## config.mk

```make
export PLATFORM = sky130hd
export DESIGN_NAME = pc_sequencer
export DESIGN_NICKNAME = d
export VERILOG_FILES = /design/src/rtl/pc_sequencer_pkg.sv /design/src/rtl/pc_sequencer_target_lut.sv /design/src/rtl/pc_sequencer.sv
export SDC_FILE = /design/constraint.sdc
export NUM_CORES = 1
export LEC_CHECK = 0
export BUFFER_PORTS_ARGS = -buffer_cell sky130_fd_sc_hd__buf_4
export CAP_MARGIN = 5
export CORE_UTILIZATION = 45
export CTS_CLUSTER_SIZE = 28
export DETAILED_ROUTE_END_ITERATION = 7
export PLACE_DENSITY_LB_ADDON = 0.2
export SETUP_SLACK_MARGIN = 0.05
export SLEW_MARGIN = 10
export SYNTH_ARGS = -nofsm -noshare
export SYNTH_HDL_FRONTEND = slang
export SYNTH_SLANG_ARGS = --single-unit
```

## constraint.sdc

```tcl
create_clock -name Clk -period 2.25 [get_ports Clk]
set_input_delay 0.1125 -clock Clk [delete_from_list [all_inputs] [get_ports Clk]]
set_output_delay 0.1125 -clock Clk [all_outputs]
set_load 0.01 [all_outputs]
```

## src/rtl/pc_sequencer_pkg.sv

```systemverilog
// Shared types and constants for the program-counter sequencer.
package pc_sequencer_pkg;

  localparam int PC_W = 10;

  typedef enum logic [1:0] {
    IDLE = 2'd0,
    RUN  = 2'd1,
    HALT = 2'd2
  } pc_state_t;

  // Absolute branch targets, indexed by the instruction's PCTarg field.
  localparam logic [PC_W-1:0] ABS_TARG [4] = '{10'd0, 10'd16, 10'd64, 10'd200};

  // Relative branch offsets, 8-bit two's complement.
  localparam logic signed [7:0] REL_OFFS [4] = '{-8'sd3, 8'sd5, -8'sd16, 8'sd2};

  // Encoding of the done instruction; the decoder raises Ack when it sees it.
  localparam logic [8:0] DONE_INST = 9'h1FF;

  // Sign-extend an 8-bit offset to the PC width.
  function automatic logic [PC_W-1:0] sext_offs(input logic signed [7:0] offs);
    return {{(PC_W-8){offs[7]}}, offs};
  endfunction

endpackage

```

## src/rtl/pc_sequencer_target_lut.sv

```systemverilog
// Combinational lookup of the absolute target and sign-extended relative
// offset selected by PCTarg.
module pc_target_lut
  import pc_sequencer_pkg::*;
(
  input  logic [1:0]      pc_targ,
  output logic [PC_W-1:0] abs_targ,
  output logic [PC_W-1:0] rel_offs
);

  // Both table outputs are produced every cycle; the sequencer picks one.
  always_comb begin
    abs_targ = ABS_TARG[pc_targ];
    rel_offs = sext_offs(REL_OFFS[pc_targ]);
  end

endmodule

```

## src/rtl/pc_sequencer.sv

```systemverilog
// Program-counter sequencer: steps the instruction ROM address, applies
// absolute and flag-qualified relative branches, and halts on the done
// instruction until restarted.
module pc_sequencer
  import pc_sequencer_pkg::*;
(
  input  logic            Clk,
  input  logic            Reset,
  input  logic            Start,
  input  logic            BranchAbs,
  input  logic            BranchRel,
  input  logic            Taken,
  input  logic [1:0]      PCTarg,
  input  logic            Ack,
  output logic [PC_W-1:0] ProgCtr,
  output logic            Running,
  output logic            Done
);

  pc_state_t       state_q, state_d;
  logic [PC_W-1:0] pc_q, pc_d;
  logic            running_q, running_d;
  logic            done_q, done_d;
  logic [PC_W-1:0] abs_targ;
  logic [PC_W-1:0] rel_offs;

  pc_target_lut u_lut (
    .pc_targ  (PCTarg),
    .abs_targ (abs_targ),
    .rel_offs (rel_offs)
  );

  // Next state and next PC; inside RUN the branches are strictly prioritised
  // with restart first and the done instruction ahead of any branch.
  always_comb begin
    state_d = state_q;
    pc_d    = pc_q;
    case (state_q)
      IDLE: begin
        pc_d = '0;
        if (Start) state_d = RUN;
      end
      RUN: begin
        if (Start) begin
          pc_d = '0;
        end else if (Ack) begin
          state_d = HALT;
        end else if (BranchAbs) begin
          pc_d = abs_targ;
        end else if (BranchRel && Taken) begin
          pc_d = pc_q + rel_offs;
        end else begin
          pc_d = pc_q + PC_W'(1);
        end
      end
      HALT: begin
        if (Start) begin
          state_d = RUN;
          pc_d    = '0;
        end
      end
      default: begin
        state_d = IDLE;
        pc_d    = '0;
      end
    endcase
    running_d = (state_d == RUN);
    done_d    = (state_d == HALT);
  end

  // State, PC and status flags; reset returns everything to idle at once.
  always_ff @(posedge Clk or negedge Reset) begin
    if (!Reset) begin
      state_q   <= IDLE;
      pc_q      <= '0;
      running_q <= 1'b0;
      done_q    <= 1'b0;
    end else begin
      state_q   <= state_d;
      pc_q      <= pc_d;
      running_q <= running_d;
      done_q    <= done_d;
    end
  end

  assign ProgCtr = pc_q;
  assign Running = running_q;
  assign Done    = done_q;

endmodule
```

# Yosys cells after proc, flatten, opt, wreduce, memory -nomap -nowiden
# Cells that the tools add are included.
[word_totals] reg_bits=14 input_bits=9 out_inout_bits=12 elab_cells=34
[op_classes] n_addsub=2 order_cmp=1 eq_ne=6 n_mux=16 bitwise_logic=1 n_reduce_logical=4
[op_table] cell="$mux W10" count=7
[op_table] cell="$bmux W10 S2" count=1
[op_table] cell="$pmux W10 S2" count=1
[op_table] cell="$bmux W8 S2" count=1
[op_table] cell="$mux W8" count=2
[op_table] cell="$add A10 B1 Y10 const B" count=1
[op_table] cell="$add A10 B10 Y10" count=1
[op_table] cell="$mux W2" count=3
[op_table] cell="$eq A2 B1 Y1 const B" count=2
[op_table] cell="$eq A2 B2 Y1 const B" count=2
[op_table] cell="$pmux W2 S2" count=1
[op_table] cell="$ge A3 B3 Y1 const B" count=1
[op_table] cell="$ne A3 B3 Y1 const B" count=1
[op_table] cell="$not A2 Y3" count=1
[op_table] cell="$logic_not A2 Y1" count=1
[op_table] cell="$ne A2 B2 Y1 const B" count=1
[op_table] cell="$reduce_and A2 Y1" count=1
[op_table] cell="$reduce_or A2 Y1" count=1
[op_table] cell="$logic_and A1 B1 Y1" count=1

# Longest topological paths before layout
# Gate-level depths: netlist (run 1).
[logic_depth] word_depth=10 depth_mapped=9 ltp_nobuf=9

# Modules after synthesis
# Synthesis (run 1) repeated with hierarchy kept, for this count alone.
[unflattened] hier_cells=125 area_unflattened_um2=1157.4
[modules_own_cells] mod="pc_sequencer" instances=1 cells_per_inst=104 area_per_inst_um2=1017.2 seq_area_each_um2=350.3
[modules_own_cells] mod="pc_target_lut" instances=1 cells_per_inst=21 area_per_inst_um2=140.1 seq_area_each_um2=0.0

# Worst setup path after synthesis (run 1)
# OpenSTA, ideal clock, no wires.
[synth_timing] path_kind="register to register" start="register pc_q[0], in the netlist ProgCtr[0]" end="register pc_q[6], in the netlist ProgCtr[6]" setup_time_ns=0.121 arrival_ns=1.997 t_required_ns=2.129 setup_slack_ns=0.132 path_stages_with_launch=9 path_buffers=0 period_less_slack_ns=2.118 path_cell_list="dfrtp_1 ha_1 inv_1 fa_1 nand2b_2 a211o_1 o22a_1 a21o_1 a22o_1"
[synth_between] elab_chain_len=6 word_cells_on_any_way=7 classes_between="add/sub: 2; mux: 5"
[synth_lines] item="start: declaration" line="pc_sequencer.sv:21" rtl="logic [PC_W-1:0] pc_q, pc_d;"
[synth_lines] item="start signal: assignment" line="pc_sequencer.sv:80" rtl="pc_q <= pc_d;"
[synth_lines] item="$add A10 B1 Y10 or $add A10 B10 Y10 (tied branches)" line="pc_sequencer.sv:53, pc_sequencer.sv:51"
[synth_lines] item="$mux W10 (*)" line="pc_sequencer.sv:50" rtl="end else if (BranchRel && Taken) begin"
[synth_lines] item="$mux W10 (*)" line="pc_sequencer.sv:48" rtl="end else if (BranchAbs) begin"
[synth_lines] item="$mux W10 (*)" line="pc_sequencer.sv:46" rtl="end else if (Ack) begin"
[synth_lines] item="$mux W10 (*)" line="pc_sequencer.sv:44" rtl="if (Start) begin"
[synth_lines] item="$pmux W10 S2 (*)" line="pc_sequencer.sv:38" rtl="case (state_q)"
# Mark *: on every way between the ends. The rest lies on a longest branch, timed or not. The select of a mux whose other input is x is not followed.
# A chain may end at the register's enable or synchronous reset.

# Worst setup path in the final report (run 1)
[layout_timing] start="register pc_q[0], in the netlist ProgCtr[0]" end="register pc_q[8], in the netlist ProgCtr[8]"
# Same word-level chain as after synthesis.

==> run summary, run 1 <==
Relative to the synthesized area, the layout overhead comes to 23.1%. Buffers placed on the I/O ports in this run total 20. The share of the synthesized area in the top cell type is 0.340. The run gives 0 as the initial antenna violation count. The kind of cell adding the most delay to the critical path is compound AO/OA/AOI/OAI gates. For this run the aggregate overflow at the end of global routing stands at 0. The tools report the initial standard-cell utilization of the core as 0.499. After detailed routing, the number of vias per cell comes to 6.00. After legalization and detailed placement, the total HPWL measured 1930 µm.

Path type of the worst setup path: flop to flop. Data on the critical path arrives at its endpoint at 2.27 ns. The wire length per cell after detailed routing is 15.3 µm, and the number of buffers inserted during clock tree synthesis is 3. The worst-path maximum fanout came out at 3.

Counting distinct cell types in the post-synthesis netlist gives 45. The finished cells cover 1270 µm². The tools report the buffer type at the clock tree root as sky130_fd_sc_hd__clkbuf_4. The total number of placement rows is 16.

The minimum hold slack was 0.0164 ns. The total wire length after detailed routing is 2510 µm, and the sequential share of the synthesized area is 0.340. Counting instances in the post-synthesis netlist gives the leading cell types as 14 x sky130_fd_sc_hd__dfrtp_1, 10 x sky130_fd_sc_hd__a21oi_1, 8 x sky130_fd_sc_hd__nand2_1.

The count of nets left with antenna violations once routing finished came out at 0. For the number of max-cap violations, the log shows 0. The cell leakage power came out at 0.621 nW. The total global routing track utilization came out at 0.223. After synthesis the netlist holds a flip-flop and latch count of 14. The run gives 1 as the CTS H-tree depth. Setup repair after global routing left no endpoint under its margin. Die area: 2480 µm². Adding up every negative setup slack in the final design gives 0 ns. During synthesis, Yosys emitted a total of 0 warnings. In the routed design, unresolved DRC markers number 0.

After detailed placement, the design holds a cell count of 158. The peak per-stage delay on the critical path works out to 0.39 ns. Counting I/O delays and the setup requirement, the final critical path takes 2.08 ns. The slowest stage of the critical path belongs to the cell sky130_fd_sc_hd__dfrtp_1. The clock-pin slew reported for the worst setup and hold paths after clock tree synthesis was 0.09 ns; the number of buffer and inverter instances along the worst setup path was 1. Share of synthesized registers carrying an async set or reset: 1.00.

The share of the clock period used by the worst path after layout works out to 0.926. The largest family of logic cells by synthesized area was compound AO/OA/AOI/OAI gates. The type of the worst min-delay path was input port to flop.

0 antenna diodes ended up in the layout. Each instance of the synthesized netlist takes up on average 9.03 µm². For the timing-limited maximum frequency, the log shows 480 MHz. The number of buffers on the longest clock path was 2; the chip height was 49.8 µm. The total standard cell area after synthesis was 1030 µm²; the xor/xnor share of the synthesized area was 0.0255. The synthesized design contains 0 enable-type register cells. The share of cell area taken by muxes after synthesis was 0.00972; the compound-gate portion of the synthesized area was 0.273.

The tools report the number of hold-slack violations in the final timing report as 0. Walking the worst path, the cells encountered are ha_2, inv_1, fa_2, nand2b_4, a21oi_2, o311a_1, or3_1, a32o_1. The run finished with clean final reports.

For the pin with the worst max-slew slack, the measured transition is 0.468 ns. Setup violations remaining at the end of the flow were counted as 0. The number of clock sinks was 14; the share of cells above drive strength 1 was 0.255.

In this run the horizontal extent of the chip is 49.8 µm. By instance count, the leading cell after synthesis is sky130_fd_sc_hd__dfrtp_1. The run gives 114 as the instance count of the mapped netlist. Summing over every cut layer, the via total after detailed routing is 984. Worst max-slew margin expressed relative to the limit: 0.687. The non-filler instance count after layout is 164, and the starting DRC count in detailed routing is 42.

The maximum number of pins on one net before global-route repair was 15; the number of fill cells was 178. The placed instances occupy a cell area of 1200 µm². TritonCTS built the clock tree. Number of nets at the end of the flow: 154.

For the largest voltage drop on the vdd net, the log shows 351 µV. The later pin in the worst-skew pair is clocked with a latency of 0.29 ns. STA classifies the critical path endpoint as a flop.

The number of global-route vias before repair was 943; the worst clock skew was 0.00149 ns. The wire length of the first global-routing pass is 4150 µm, and the placeable core area is 2060 µm². Simple-gate area share of the yosys netlist: 0.224. The biggest area contributor in the post-synthesis netlist is sky130_fd_sc_hd__dfrtp_1. The utilization of the core after routing is 0.615.

The kind of launch point of the worst setup path was a flop. Before antenna repair, the detailed router went through 4 iterations. In this run the power density over the cells is 508 nW/µm². By area the synthesized netlist is led by sky130_fd_sc_hd__dfrtp_1 34%, sky130_fd_sc_hd__ha_1 7.3%, sky130_fd_sc_hd__a21oi_1 4.9%. The number of max-slew violations in the final report was 0; the top-level I/O count was 21.

Routability-driven placement finished with a final weighted congestion of 0.831. The most used flip-flop cell after synthesis is sky130_fd_sc_hd__dfrtp_1. The net count of the mapped netlist was 130; the required time of the critical path was 2.44 ns.

Synthesized-area fraction occupied by adder cells: 0.0923.
==> repair_timing <==
| item | CTS | global route |
|---|---|---|
| pin swaps | 0 | 0 |
| setup endpoints to repair | 1 | 2 |
| buffers inserted | 1 | 0 |
| hold buffers | 1 | 0 |
| gates resized for setup | 0 | 3 |
| hold endpoints to repair | 14 | 0 |
==> where the power goes <==
part | leakage, nW | internal, W | switching (W)
Clock | 0.0210 | 0.0000986 | 0.0000917
Combinational | 0.413 | 0.0000747 | 0.0000785
Sequential | 0.187 | 0.000269 | 0.0000318
Total | 0.621 | 0.000442 | 0.000202
==> worst reg2reg max path, stage by stage (launching register included) <==
cell	delay [ns]
sky130_fd_sc_hd__dfrtp_1	0.39
sky130_fd_sc_hd__ha_2	0.20
sky130_fd_sc_hd__inv_1	0.07
sky130_fd_sc_hd__fa_2	0.20
sky130_fd_sc_hd__nand2b_4	0.14
sky130_fd_sc_hd__a21oi_2	0.08
sky130_fd_sc_hd__o311a_1	0.30
sky130_fd_sc_hd__or3_1	0.35
sky130_fd_sc_hd__a32o_1	0.25
==> flip-flops by register name, summed over array words and instances (netlist names) <==
name     flops
Done         1
Running      1
ProgCtr     10
state_q      2
==> worst paths after layout <==
check                           start          to  slack [ns]  depth (start not counted)
min in group asynchronous       Reset  ProgCtr[4]        0.20                          2
max in group asynchronous       Reset  ProgCtr[9]        1.88                          2
setup / recovery           ProgCtr[0]  ProgCtr[8]        0.17                          8
hold / removal                  Start        Done        0.02                          2
setup reg to reg           ProgCtr[0]  ProgCtr[8]        0.17                          8
hold reg to reg            ProgCtr[2]  ProgCtr[2]        0.54                          1
==> cell usage in the layout, fill, tap and decap left out, drive strengths merged, types with 5 or more instances in the layout <==
cell | Yosys | routed
a21oi | 12 | 12
buf | 1 | 22
dfrtp | 14 | 14
ha | 6 | 6
inv | 5 | 5
nand2 | 8 | 8
nand3 | 5 | 5
nor2 | 8 | 8
o21ai | 6 | 6
==> logic make-up after synthesis <==
group,count (synthesis)
xor+xnor,3
mux,1
simple gates,40
compound gates,40
buf+inv,9
fa+ha+maj,7
flops,14
==> area by class of cell <==
cell class                      count  area, µm²  share of cell area
Sequential cell                    14        350               0.276
Tap cell                           27       33.8              0.0267
Clock buffer                        4       36.3              0.0286
Timing Repair Buffer               23        175               0.138
Inverter                            5       18.8              0.0148
Multi-Input combinational cell     91        653               0.515
==> routing by layer <==
layer / vias up / wire length (µm) / global-route usage
li1: 477 / - / -
met4: 0 / 12 / 0.0476
met5: - / 0 / 0
met1: 472 / 1090 / 0.263
met3: 2 / 151 / 0.0617
met2: 33 / 1260 / 0.399
==> per-stage QoR <==
| step | setup WS (ns) | power, W |
|---|---|---|
| floorplan | 0.132 | 0.000388 |
| global placement | 0.137 | 0.000446 |
| detailed placement | 0.0558 | 0.000455 |
| CTS | 0.0812 | 0.000647 |
| global route | 0.0854 | 0.000679 |
| finish | 0.166 | 0.000644 |
No activity file was read; power rests on OpenSTA's default activity.
==> run 2, diff against run 1 <==
--- a/config.mk
+++ b/config.mk
@@ -11,7 +11,7 @@
 export CTS_CLUSTER_SIZE = 28
 export DETAILED_ROUTE_END_ITERATION = 7
 export PLACE_DENSITY_LB_ADDON = 0.2
-export SETUP_SLACK_MARGIN = 0.05
+export SETUP_SLACK_MARGIN = 0.3
 export SLEW_MARGIN = 10
 export SYNTH_ARGS = -nofsm -noshare
 export SYNTH_HDL_FRONTEND = slang
==> run 2 against run 1 <==
- combinational power increased by 4%
- via count increased by 1.6%
- wire length decreased by 0.40%
- worst setup slack improved by 0.0099 ns
- core utilization increased by 2.8 points
- first-iteration DRC count decreased by 38%
- final area increased by 4.5%
- global-route usage decreased by 2.8 points
- sequential share of layout area decreased by 1.2 points
==> run summary, run 2 (synthesis gave the netlist of run 1 again) <==
The flow ran to the end, and the final reports show no timing, DRC or antenna violations. Fill cells in the final layout number 177. The total overflow left after global routing is 0. The region available for standard cell placement spans 2060 µm².

The tools report the number of DRC violations after detailed routing as 0. In the layout the commonest cells are 24 x sky130_fd_sc_hd__buf_4, 14 x sky130_fd_sc_hd__dfrtp_1, 10 x sky130_fd_sc_hd__a21oi_1. The clock passes through at most 2 buffers. The die covers 2480 µm². The number of hold-slack violations in the final timing report was 0; the switching share of power was 0.323. The logs give 3 for the number of buffers inserted during clock tree synthesis and 0 for the number of max-slew violations in the final report.

The clock-pin slew reported for the worst setup and hold paths after clock tree synthesis came out at 0.08 ns. Number of max-cap violations: 0. The die boundary width was 49.8 µm. At the worst endpoint, the arrival time is 2.25 ns. In this run the static leakage power is 0.627 nW. Counting I/O delays and the setup requirement, the final critical path takes 2.07 ns. The share of cells above drive strength 1 works out to 0.302. The first-pass iteration count of the detailed router was 4; the maximum number of pins on one net before global-route repair was 15.

Clock tree synthesis found a total of 14 sinks. STA classifies the critical path endpoint as a flop. The signal on the critical path passes through ha_4, inv_2, fa_2, nand2b_4, a21oi_2, o311a_1, or3_1, a32o_1. The run gives 0.500 as the proportion of power drawn by flip-flops and latches. In this run the worst path has a maximum fanout of 3. Buffer type at the clock tree root: sky130_fd_sc_hd__clkbuf_4. The register with the most flip-flops in the layout has 10 of them. The tools report the worst reg2reg path startpoint as ProgCtr[0].

The largest voltage drop on the vdd net was 278 µV; the worst max-slew margin expressed relative to the limit was 0.661. For the final routed database, the setup TNS stands at 0 ns. Summing over every cut layer, the via total after detailed routing is 1,000. Dividing the detail-routed wire length by the instance count gives 15.1 µm. TritonCTS built the clock tree. The library cell used most frequently in the layout, excluding fill and tap cells, is sky130_fd_sc_hd__buf_4.

The later pin in the worst-skew pair is clocked with a latency of 0.28 ns. Prior to clock tree synthesis, the placed netlist has a worst setup slack of 0.195 ns. The residual antenna-violating net count after detailed routing is 0, and the power density normalized to cell area is 456 nW/µm². The die is 49.8 µm tall. In the routed layout, each cell is associated on average with a via count of 6.02. The worst register-to-register path has a depth of 8. Cell at the slowest stage of the critical path: sky130_fd_sc_hd__dfrtp_1. The final estimated routing congestion in global placement came out at 0.871. Relative to the synthesized area, the layout overhead comes to 28.7%. For this run, the top clock speed supported by timing is 482 MHz. Buffers placed on the I/O ports in this run total 20. After the flow finishes, the layout carries non-filler instances totaling 166.

For the share of total power in the clock network, the log shows 0.238. The tools report the cell-internal power as 0.000410 W. The path type of the worst setup path was flop to flop. Initial standard-cell utilization of the core: 0.499.

The total global routing track utilization came out at 0.195. For the initial antenna violation count, the log shows 0. The tools report the kind of launch point of the worst setup path as a flop. The required time of the critical path came out at 2.42 ns.

The switching power total is 0.000195 W, and the share of the clock period used by the worst path after layout is 0.922. Number of nets at the end of the flow: 157. The relative contribution of combinational cells to total power was 0.262. Setup repair after global routing could not meet its margin everywhere. For hold timing, the worst endpoint is Done.

The setup slack of the worst register-to-register path is 0.18 ns, and the worst clock skew is 0.000535 ns. The top-level I/O count came out at 21. The endpoint identified for the worst register-to-register timing path is ProgCtr[8]. On the worst path, the slowest cell contributes a delay of 0.41 ns. The first global-routing pass estimated 3650 µm of wire. Setup violations remaining at the end of the flow were counted as 0. Number of global-route vias before repair: 827. The first routing iteration left 26 violations. Counting tap cells, the placed design contains a total of 158 instances. Final HPWL from detailed placement: 1700 µm.

Counting instances, the worst hold path has a depth of 2. The repair_antennas step left the layout with diodes totalling 0. The startpoint identified for the worst hold timing path is Start. After detailed routing, the total wire length is 2500 µm. Slew at the pin with the worst max-slew slack: 0.507 ns. The type of the worst min-delay path is input port to flop.

In the post-route analysis, the smallest setup slack over all paths is 0.176 ns. The CTS H-tree depth was 1. The run gives 16 as the total number of placement rows.
[run 2: worst max path at each step]
stage	startpoint	cells after the start	end	slack, ns
3_5_place_dp	ProgCtr[0]	8	ProgCtr[8]	0.19
6_report	ProgCtr[0]	8	ProgCtr[8]	0.18
4_1_cts	ProgCtr[0]	8	ProgCtr[8]	0.21
3_3_place_gp	ProgCtr[0]	8	ProgCtr[6]	0.19
2_1_floorplan	ProgCtr[0]	8	ProgCtr[6]	0.22
5_1_grt	ProgCtr[0]	8	ProgCtr[8]	0.13
[run 2: final cells by class]
class                           instances  area, µm²  share of cell area
Sequential cell                        14        350               0.264
Inverter                                5       18.8              0.0142
Multi-Input combinational cell         91        698               0.527
Clock buffer                            3       22.5              0.0170
Tap cell                               27       33.8              0.0255
Timing Repair Buffer                   26        201               0.152
[run 2: repair_timing]
action | 4_1_cts | 5_1_grt
setup endpoints to repair | 3 | 4
pin swaps | 3 | 4
resized for setup | 0 | 7
buffers inserted | 4 | 0
hold buffers | 1 | 0
hold endpoints to repair | 14 | 0
[run 2: metrics by stage]
step | utilization | area [µm²] | power (W) | hold slack, ns
6_report | 0.643 | 1330 | 0.000605 | 0.0137
2_1_floorplan | - | 1040 | 0.000389 | -0.183
4_1_cts | 0.619 | 1280 | 0.000600 | 0.00653
5_1_grt | 0.643 | 1330 | 0.000639 | 0.0103
3_3_place_gp | 0.589 | 1210 | 0.000447 | -0.0272
3_5_place_dp | 0.589 | 1210 | 0.000451 | -0.0230
[run 2: power by group through the flow]
stage	sequential, W	combinational [W]	clock [W]
3_5_place_dp	0.000305	0.000146	0
5_1_grt	0.000305	0.000174	0.000159
6_report	0.000303	0.000159	0.000144
4_1_cts	0.000299	0.000151	0.000149
3_3_place_gp	0.000303	0.000144	0
2_1_floorplan	0.000292	0.0000973	0
[run 2: per-layer routing]
metal,track usage,wire length (µm)
met1,0.270,1190
met2,0.293,1130
met3,0.0370,131
met4,0.0857,51
met5,0,0
[run 2: critical path: cells and delay by family (launching register included)]
family	cells	cell delay, ns
adder cells (fa/ha/maj)	2	0.37
AO/OA/AOI/OAI	3	0.63
buffers and inverters	1	0.05
flip-flops	1	0.41
AND/OR/NAND/NOR	2	0.49
